**src/rtl/vga_timing_gen.sv**
```systemverilog
// vga_timing_gen: 640x480@60 VGA raster timing from a 100 MHz board clock.
// Produces the pixel enable, raster counters, visible-window flag, active-low
// syncs and a registered RGB stage aligned with the syncs, plus a one-clk
// end-of-frame tick for slow game logic.
// Optional build macro TEST_PATTERN_EN adds an eight-bar colour test pattern
// selected at run time by test_mode; without it test_mode is ignored.
module vga_timing_gen #(
  parameter int unsigned PIX_DIV = 4,
  parameter int unsigned H_SYNC  = 96,
  parameter int unsigned H_START = 144,
  parameter int unsigned H_END   = 783,
  parameter int unsigned H_TOTAL = 800,
  parameter int unsigned V_SYNC  = 2,
  parameter int unsigned V_START = 35,
  parameter int unsigned V_END   = 514,
  parameter int unsigned V_TOTAL = 525
) (
  input  logic        clk,
  input  logic        rst,
  input  logic [11:0] rgb_in,
  input  logic        test_mode,
  output logic        pix_en,
  output logic [9:0]  hCount,
  output logic [9:0]  vCount,
  output logic        bright,
  output logic        hSync,
  output logic        vSync,
  output logic [11:0] rgb,
  output logic        frame_tick
);

  localparam int DIV_W = (PIX_DIV > 1) ? $clog2(PIX_DIV) : 1;

  localparam logic [DIV_W-1:0] DIV_LAST = DIV_W'(PIX_DIV - 1);
  localparam logic [DIV_W-1:0] DIV_ONE  = DIV_W'(1);
  localparam logic [DIV_W-1:0] DIV_ZERO = DIV_W'(0);

  localparam logic [9:0] H_LAST    = 10'(H_TOTAL - 1);
  localparam logic [9:0] V_LAST    = 10'(V_TOTAL - 1);
  localparam logic [9:0] H_SYNC_V  = 10'(H_SYNC);
  localparam logic [9:0] V_SYNC_V  = 10'(V_SYNC);
  localparam logic [9:0] H_START_V = 10'(H_START);
  localparam logic [9:0] H_END_V   = 10'(H_END);
  localparam logic [9:0] V_START_V = 10'(V_START);
  localparam logic [9:0] V_END_V   = 10'(V_END);

  logic [DIV_W-1:0] div_r;
  logic             pix_en_r;
  logic [9:0]       h_r;
  logic [9:0]       v_r;
  logic [9:0]       h_next_s;
  logic [9:0]       v_next_s;
  logic             bright_r;
  logic             hsync_r;
  logic             vsync_r;
  logic [11:0]      rgb_r;
  logic             frame_tick_r;
  logic [11:0]      pix_src_s;

  // True when the raster position lies inside the visible window.
  function automatic logic in_window(input logic [9:0] h, input logic [9:0] v);
    in_window = (h >= H_START_V) && (h <= H_END_V) &&
                (v >= V_START_V) && (v <= V_END_V);
  endfunction

`ifdef TEST_PATTERN_EN
  localparam logic [9:0] BAR_W = 10'((H_END - H_START + 1) / 8);

  // Colour of the vertical bar covering column h (white first, black last).
  function automatic logic [11:0] bar_colour(input logic [9:0] h);
    logic [9:0] idx;
    idx = (h - H_START_V) / BAR_W;
    case (idx)
      10'd0:   bar_colour = 12'hFFF;
      10'd1:   bar_colour = 12'hFF0;
      10'd2:   bar_colour = 12'h0FF;
      10'd3:   bar_colour = 12'h0F0;
      10'd4:   bar_colour = 12'hF0F;
      10'd5:   bar_colour = 12'hF00;
      10'd6:   bar_colour = 12'h00F;
      default: bar_colour = 12'h000;
    endcase
  endfunction

  // Pixel source: built-in bars when test_mode is set, else the drawing controller.
  always_comb begin
    pix_src_s = rgb_in;
    if (test_mode) begin
      pix_src_s = bar_colour(h_r);
    end else begin
      pix_src_s = rgb_in;
    end
  end
`else
  logic unused_test_mode_s;
  assign unused_test_mode_s = test_mode;

  // Pixel source is always the drawing controller in this build.
  always_comb begin
    pix_src_s = rgb_in;
  end
`endif

  // Clock divider: pix_en pulses one clk after div reaches its last count.
  always_ff @(posedge clk) begin
    if (rst) begin
      div_r    <= DIV_ZERO;
      pix_en_r <= 1'b0;
    end else begin
      pix_en_r <= (div_r == DIV_LAST);
      if (div_r >= DIV_LAST) begin
        div_r <= DIV_ZERO;
      end else begin
        div_r <= div_r + DIV_ONE;
      end
    end
  end

  // Next raster position; out-of-range values fold back to zero instead of running on.
  always_comb begin
    h_next_s = h_r;
    v_next_s = v_r;
    if (pix_en_r) begin
      if (h_r >= H_LAST) begin
        h_next_s = 10'd0;
        if (v_r >= V_LAST) begin
          v_next_s = 10'd0;
        end else begin
          v_next_s = v_r + 10'd1;
        end
      end else begin
        h_next_s = h_r + 10'd1;
        v_next_s = v_r;
      end
    end else begin
      h_next_s = h_r;
      v_next_s = v_r;
    end
  end

  // Raster counters and the visible flag, which is derived from the next position
  // so it always matches the counts being presented.
  always_ff @(posedge clk) begin
    if (rst) begin
      h_r      <= 10'd0;
      v_r      <= 10'd0;
      bright_r <= 1'b0;
    end else begin
      h_r      <= h_next_s;
      v_r      <= v_next_s;
      bright_r <= in_window(h_next_s, v_next_s);
    end
  end

  // Pin stage: syncs and colour for the current pixel land together one pixel later.
  always_ff @(posedge clk) begin
    if (rst) begin
      hsync_r <= 1'b1;
      vsync_r <= 1'b1;
      rgb_r   <= 12'h000;
    end else if (pix_en_r) begin
      hsync_r <= ~(h_r < H_SYNC_V);
      vsync_r <= ~(v_r < V_SYNC_V);
      rgb_r   <= bright_r ? pix_src_s : 12'h000;
    end else begin
      hsync_r <= hsync_r;
      vsync_r <= vsync_r;
      rgb_r   <= rgb_r;
    end
  end

  // End-of-frame tick: one clk after the last pixel of the last line is stepped.
  always_ff @(posedge clk) begin
    if (rst) begin
      frame_tick_r <= 1'b0;
    end else begin
      frame_tick_r <= pix_en_r && (h_r == H_LAST) && (v_r == V_LAST);
    end
  end

  assign pix_en     = pix_en_r;
  assign hCount     = h_r;
  assign vCount     = v_r;
  assign bright     = bright_r;
  assign hSync      = hsync_r;
  assign vSync      = vsync_r;
  assign rgb        = rgb_r;
  assign frame_tick = frame_tick_r;

endmodule

```
**config.mk**
```make
export PLATFORM = sky130hd
export DESIGN_NAME = vga_timing_gen
export DESIGN_NICKNAME = d
export VERILOG_FILES = /design/src/rtl/vga_timing_gen.sv
export SDC_FILE = /design/constraint.sdc
export NUM_CORES = 1
export LEC_CHECK = 0
export BUFFER_PORTS_ARGS = -buffer_cell sky130_fd_sc_hd__buf_2
export CORE_MARGIN = 2
export CORE_UTILIZATION = 45
export DETAILED_ROUTE_END_ITERATION = 16
export GPL_ROUTABILITY_DRIVEN = 0
export HOLD_SLACK_MARGIN = 0.02
export PLACE_DENSITY = 0.82
export SLEW_MARGIN = 20
export SYNTH_ARGS = -nofsm -noshare
export SYNTH_HDL_FRONTEND = slang
export SYNTH_SLANG_ARGS = --single-unit
```
**constraint.sdc**
```tcl
create_clock -name clk -period 3.3 [get_ports clk]
set_clock_uncertainty 0.2 [all_clocks]
set_input_delay 0.165 -clock clk [delete_from_list [all_inputs] [get_ports clk]]
set_output_delay 0.165 -clock clk [all_outputs]
set_load 0.02 [all_outputs]
```
# Word-level counts from Yosys, hierarchy flattened
# Cells that the tools add are included.
# op_classes
addsub	3
magnitude_cmp	9
eq_ne	3
mux	6
bitwise_logic	2
reduce_logical	6
# op_table
operator	n
10-bit two-way mux	5
10-bit by 1-bit adder with 10-bit output (second input constant)	2
10-bit equality test (second input constant)	2
10-bit greater-or-equal comparator (second input constant)	2
10-bit <= comparator (second input constant)	2
12-bit two-way mux	1
10-bit by 6-bit greater-or-equal comparator with 1-bit output (second input constant)	1
10-bit by 8-bit greater-or-equal comparator with 1-bit output (second input constant)	1
10-bit by 2-bit < comparator with 1-bit output (second input constant)	1
10-bit by 7-bit < comparator with 1-bit output (second input constant)	1
1-bit logical AND	5
2-bit by 1-bit adder with 2-bit output (second input constant)	1
2-bit equality test (second input constant)	1
2-bit greater-or-equal comparator (second input constant)	1
1-bit NOT	2
2-bit OR reduction	1
# word_totals
register_bits	39
in_bits	15
wordCells	38

# Longest topological paths before layout
# depth
depth_word	7
depth_mapped	9

# Least setup slack after synthesis
# No wires, ideal clock.
# synth_path
path_kind	reg2reg
from	reg h_r[0], in the netlist hCount[0]
to	reg bright_r, in the netlist bright
arrival_time_ps	2166
required_ps	3034
path_slack_ps	868
stages_incl_launch_ff	9
n_path_buf	1
synth_period_minus_slack_ps	2432
path_cell_list	dfxtp_1 -> ha_1 -> and4_1 -> buf_4 -> nand2_2 -> or4_4 -> a21o_1 -> a311o_1 -> a21oi_2
# synth_via
elab_chain_cells	7
word_cells_on_any_way	13
# synth_lines
element	line	text
start: declaration	49	logic [9:0] h_r;
start signal: assignment	149	h_r <= h_next_s;
10-bit by 1-bit adder with 10-bit output / 10-bit greater-or-equal comparator (equally long branches)	132, 124	
10-bit two-way mux	124	if (h_r >= H_LAST) begin
10-bit two-way mux	123	if (pix_en_r) begin
10-bit by 8-bit greater-or-equal comparator with 1-bit output / 10-bit <= comparator (equally long branches)	62	in_window = (h >= H_START_V) && (h <= H_END_V) &&
1-bit logical AND (2 in series)	62	
1-bit logical AND (*)	63	(v >= V_START_V) && (v <= V_END_V);
end signal: assignment	151	bright_r <= in_window(h_next_s, v_next_s);
end: declaration	53	logic bright_r;
# Every way passes the cells marked *; elsewhere a longest branch is shown, timed or not.
# A chain may end at the register's enable or synchronous reset.

# Final worst setup path
# layout_path
from	reg v_r[2], in the netlist vCount[2]
to	reg bright_r, in the netlist bright
# layout_via
elab_chain_cells	7
word_cells_on_any_way	9
# layout_lines
element	line	text
start: declaration	50	logic [9:0] v_r;
start signal: assignment	150	v_r <= v_next_s;
10-bit by 1-bit adder with 10-bit output / 10-bit greater-or-equal comparator (equally long branches)	129, 126	
10-bit two-way mux	126	if (v_r >= V_LAST) begin
10-bit two-way mux	124	
10-bit two-way mux (*)	123	
10-bit by 6-bit greater-or-equal comparator with 1-bit output	63	
1-bit logical AND	62	
1-bit logical AND (*)	63	
# Marked as above.

==> run summary <==
For this run, the detailed router's first-pass iteration total came to 4. The overall global routing resource usage came out at between 10% and 20%. The worst setup path is of the reg -> reg kind. The detailed-route vias per instance is around 5.4.

The most used standard cell by instance count after synthesis is sky130_fd_sc_hd__dfxtp_1. At the end of the flow, the number of nets in the layout was 294. The wire length of the first global-routing pass came out at 7.28 mm. In this run the clock root is driven by a sky130_fd_sc_hd__clkbuf_8. The number of enable-type register cells in the synthesized netlist came out at 0. Clock-pin slew was measured on the worst setup and hold paths at approximately 80 ps.

The top-level port count came out at between 50 and 60. The count of endpoints failing setup in the final report is 0. The smallest hold slack is between 100 and 150 ps. The worst register-to-register path has a setup slack of 650 ps. The initial antenna violation count came to 0. The die is 69.3 um wide. Along the worst path, the maximum fanout reaches 14.

TritonCTS built the clock tree. The worst setup path is captured at a flop. The run finished with clean final reports. The number of input and output port buffers inserted is 50. The worst max-slew margin expressed relative to the limit is between 50% and 60%. The H-tree level count came out at 2. The routed wire length is 4.45 mm. The fraction of the yosys area taken by sequential cells came out at 40.7%. The number of post-CTS setup repair buffers is 0. The cell row count came out at 23. Setup repair after global routing left no endpoint under its margin.

After routing the design area is 2340 sq um. At the pin with the least slew margin, the transition time is 612 ps. The arrival time reported for the critical path endpoint came out at 2680 ps. The count of pins over their slew limit is 0. Of all flip-flops after synthesis, the portion carrying an async set or reset was 0%. The number of storage elements in the synthesis netlist came out at 39. For this run, the number of Yosys warnings is 0. The total clock buffers created by CTS came out at 5. The area of placed instances is 2140 sq um. The most used flip-flop cell after synthesis is sky130_fd_sc_hd__dfxtp_1. The average size of a mapped cell is about 8.8 sq um. The leakage power summed over all cells came out at 0.983 nW. The post-cts sizing count is 0.

The residual overflow from global routing is 0. The maximum achievable frequency is 0.377 GHz. The die area came out at 4810 sq um. The initial standard-cell utilization of the core came out at 47.3%. For this design the ratio of total power to cell area is 355 nW/um^2. Ranked by total cell area, the synthesized netlist is headed by sky130_fd_sc_hd__dfxtp_1 41%, sky130_fd_sc_hd__nor2_1 7.4%, sky130_fd_sc_hd__a22oi_1 5.1%. The clock passes through at most 2 buffers.

The time the final worst path needs with I/O delays and setup came out at 2650 ps. The commonest cells after synthesis are 39 x sky130_fd_sc_hd__dfxtp_1, 38 x sky130_fd_sc_hd__nor2_1, 13 x sky130_fd_sc_hd__a22oi_1. CTS saw 39 sinks. After legalization and detailed placement, the total HPWL measured 3.01 mm. Compared with the post-synthesis result, the final layout area differs by 22.0%. The final hold violation count came out at 0. The final antenna-violating net count is 0. The unique cell type count in the Yosys netlist is 57. The startpoint class of the critical path is a flop. For this run, design rule violations remaining after detail routing come to 0. The number of maximum-capacitance constraint violations came out at 0. The area share of the leading cell type in the synthesized netlist came out at 40.7%.

The synthesized netlist cell count is 219. The number of design-rule violations left by the first detailed-router iteration came out at ~100. The later pin in the worst-skew pair is clocked with a latency of 290 ps. IR analysis of the VDD net gives a maximum drop of 0.223 mV. After detailed routing, the average wire length per cell comes to 13.7 um.

The worst hold path belongs to the class in -> reg. The synthesized net count came out at 238. The required time reported for the critical path endpoint is 3330 ps. The core region is 4060 sq um.

Of all cell types, the one taking the most synthesized area is sky130_fd_sc_hd__dfxtp_1. The share of cells above drive strength 1 came out at 27.2%. The number of antenna diodes came out at 0. The cell area after synthesis came out at 1920 sq um. The number of fillers in the final layout came out at 375. The detailed-route via count came out at 1775. The largest net degree at the start of global routing is 31.

The number of global-route vias before repair is 1515. Adding up every negative setup slack in the final design gives 0 ps. The die height came out at 69.3 um. Of the available clock period, the critical path in the final layout requires 80.3%.
critical path, stage by stage (launching register included):
cell and delay, ps:
sky130_fd_sc_hd__dfxtp_1 480, sky130_fd_sc_hd__nand2_1 160, sky130_fd_sc_hd__a31oi_2 490, sky130_fd_sc_hd__nor2_1 290
sky130_fd_sc_hd__a22oi_2 280, sky130_fd_sc_hd__inv_2 40, sky130_fd_sc_hd__or4_4 520, sky130_fd_sc_hd__a21oi_2 110
cells in the final DEF (no fill, tap or decap), types with 2 or more instances in the layout:
cell type                        n
sky130_fd_sc_hd__inv_1           6
sky130_fd_sc_hd__or4_4           2
sky130_fd_sc_hd__ha_1            4
sky130_fd_sc_hd__nor2_1         38
sky130_fd_sc_hd__nor2b_1         4
sky130_fd_sc_hd__buf_2          50
sky130_fd_sc_hd__nand2_1        11
sky130_fd_sc_hd__nand4_1         4
sky130_fd_sc_hd__o21ai_1         4
sky130_fd_sc_hd__clkinv_2        3
sky130_fd_sc_hd__a22oi_2         3
sky130_fd_sc_hd__nor3_1          7
sky130_fd_sc_hd__xnor2_1         6
sky130_fd_sc_hd__o21ai_0         7
sky130_fd_sc_hd__and3_1          3
sky130_fd_sc_hd__dlygate4sd3_1  12
sky130_fd_sc_hd__a21o_1          2
sky130_fd_sc_hd__xor2_1          3
sky130_fd_sc_hd__nand3b_1        2
sky130_fd_sc_hd__a22oi_1        13
sky130_fd_sc_hd__a21oi_1         9
sky130_fd_sc_hd__clkbuf_8        5
sky130_fd_sc_hd__nand3_1         6
sky130_fd_sc_hd__nand2b_1        2
sky130_fd_sc_hd__dfxtp_1        39
sequential cells by signal, summed over array words and instances (netlist names):
| signal | count |
|---|---|
| vSync | 1 |
| vCount | 10 |
| hSync | 1 |
| hCount | 10 |
| div_r | 2 |
| frame_tick | 1 |
| bright | 1 |
| rgb | 12 |
| pix_en | 1 |
report_power, final:
part / switching (mW) / internal, mW / leakage (nW)
logic: 0.0190 / 0.0220 / 0.620
registers: 0.00392 / 0.475 / 0.315
clock network: 0.167 / 0.145 / 0.0477
through the flow:
step	worst slack, ps	utilization [%]	total power, mW	std cells
2_1_floorplan	868	-	0.509	219
3_3_place_gp	744	52.7	0.519	306
3_5_place_dp	713	52.7	0.520	306
4_1_cts	680	57.7	0.844	326
5_1_grt	394	57.7	0.863	326
6_report	651	57.7	0.832	326
path summary, 6_finish.rpt:
path	startpoint	end	depth (start not counted)
worst max-delay path	vCount[2]	bright	7
worst min-delay path	rst	vCount[0]	2
worst max register to register	vCount[2]	bright	7
worst min register to register	div_r[0]	div_r[0]	1
cells by family (layout without fill, tap and decap cells):
logic type | Yosys count | count (layout) | synth area share [%]
buffers and inverters | 20 | 77 | 6.32
and+or+nand+nor | 93 | 93 | 25.3
muxes | 1 | 1 | 0.521
xor gates and xnor gates | 9 | 9 | 4.10
DFF | 39 | 39 | 40.7
AOI/OAI and AO/OA | 53 | 53 | 20.5
adders and majority gates | 4 | 4 | 2.61
layer usage:
metal	vias to the layer above	wire (um)	global-route usage [%]	share of wire (%)
met5	-	0	0	0
met4	0	56	7.19	1.3
met3	4	219	4.36	4.9
met2	45	2130	29.0	48
met1	834	2050	24.6	46
li1	892	-	-	-
final cells by class:
type | count | area [sq um] | area share, %
multi-input combinational | 160 | 1020 | 43.5
sequential | 39 | 781 | 33.3
clock inverter | 3 | 15.0 | 0.641
tap | 50 | 62.6 | 2.67
inverter | 7 | 26.3 | 1.12
timing repair buffer | 62 | 370 | 15.8
clock buffer | 5 | 68.8 | 2.94
timing repair:
item / 4_1_cts / 5_1_grt
endpoints found under the hold margin: 12 / 0
endpoints found under the setup margin: 0 / 0
hold buffers: 12 / 0
No activity file was read; power rests on OpenSTA's default activity.
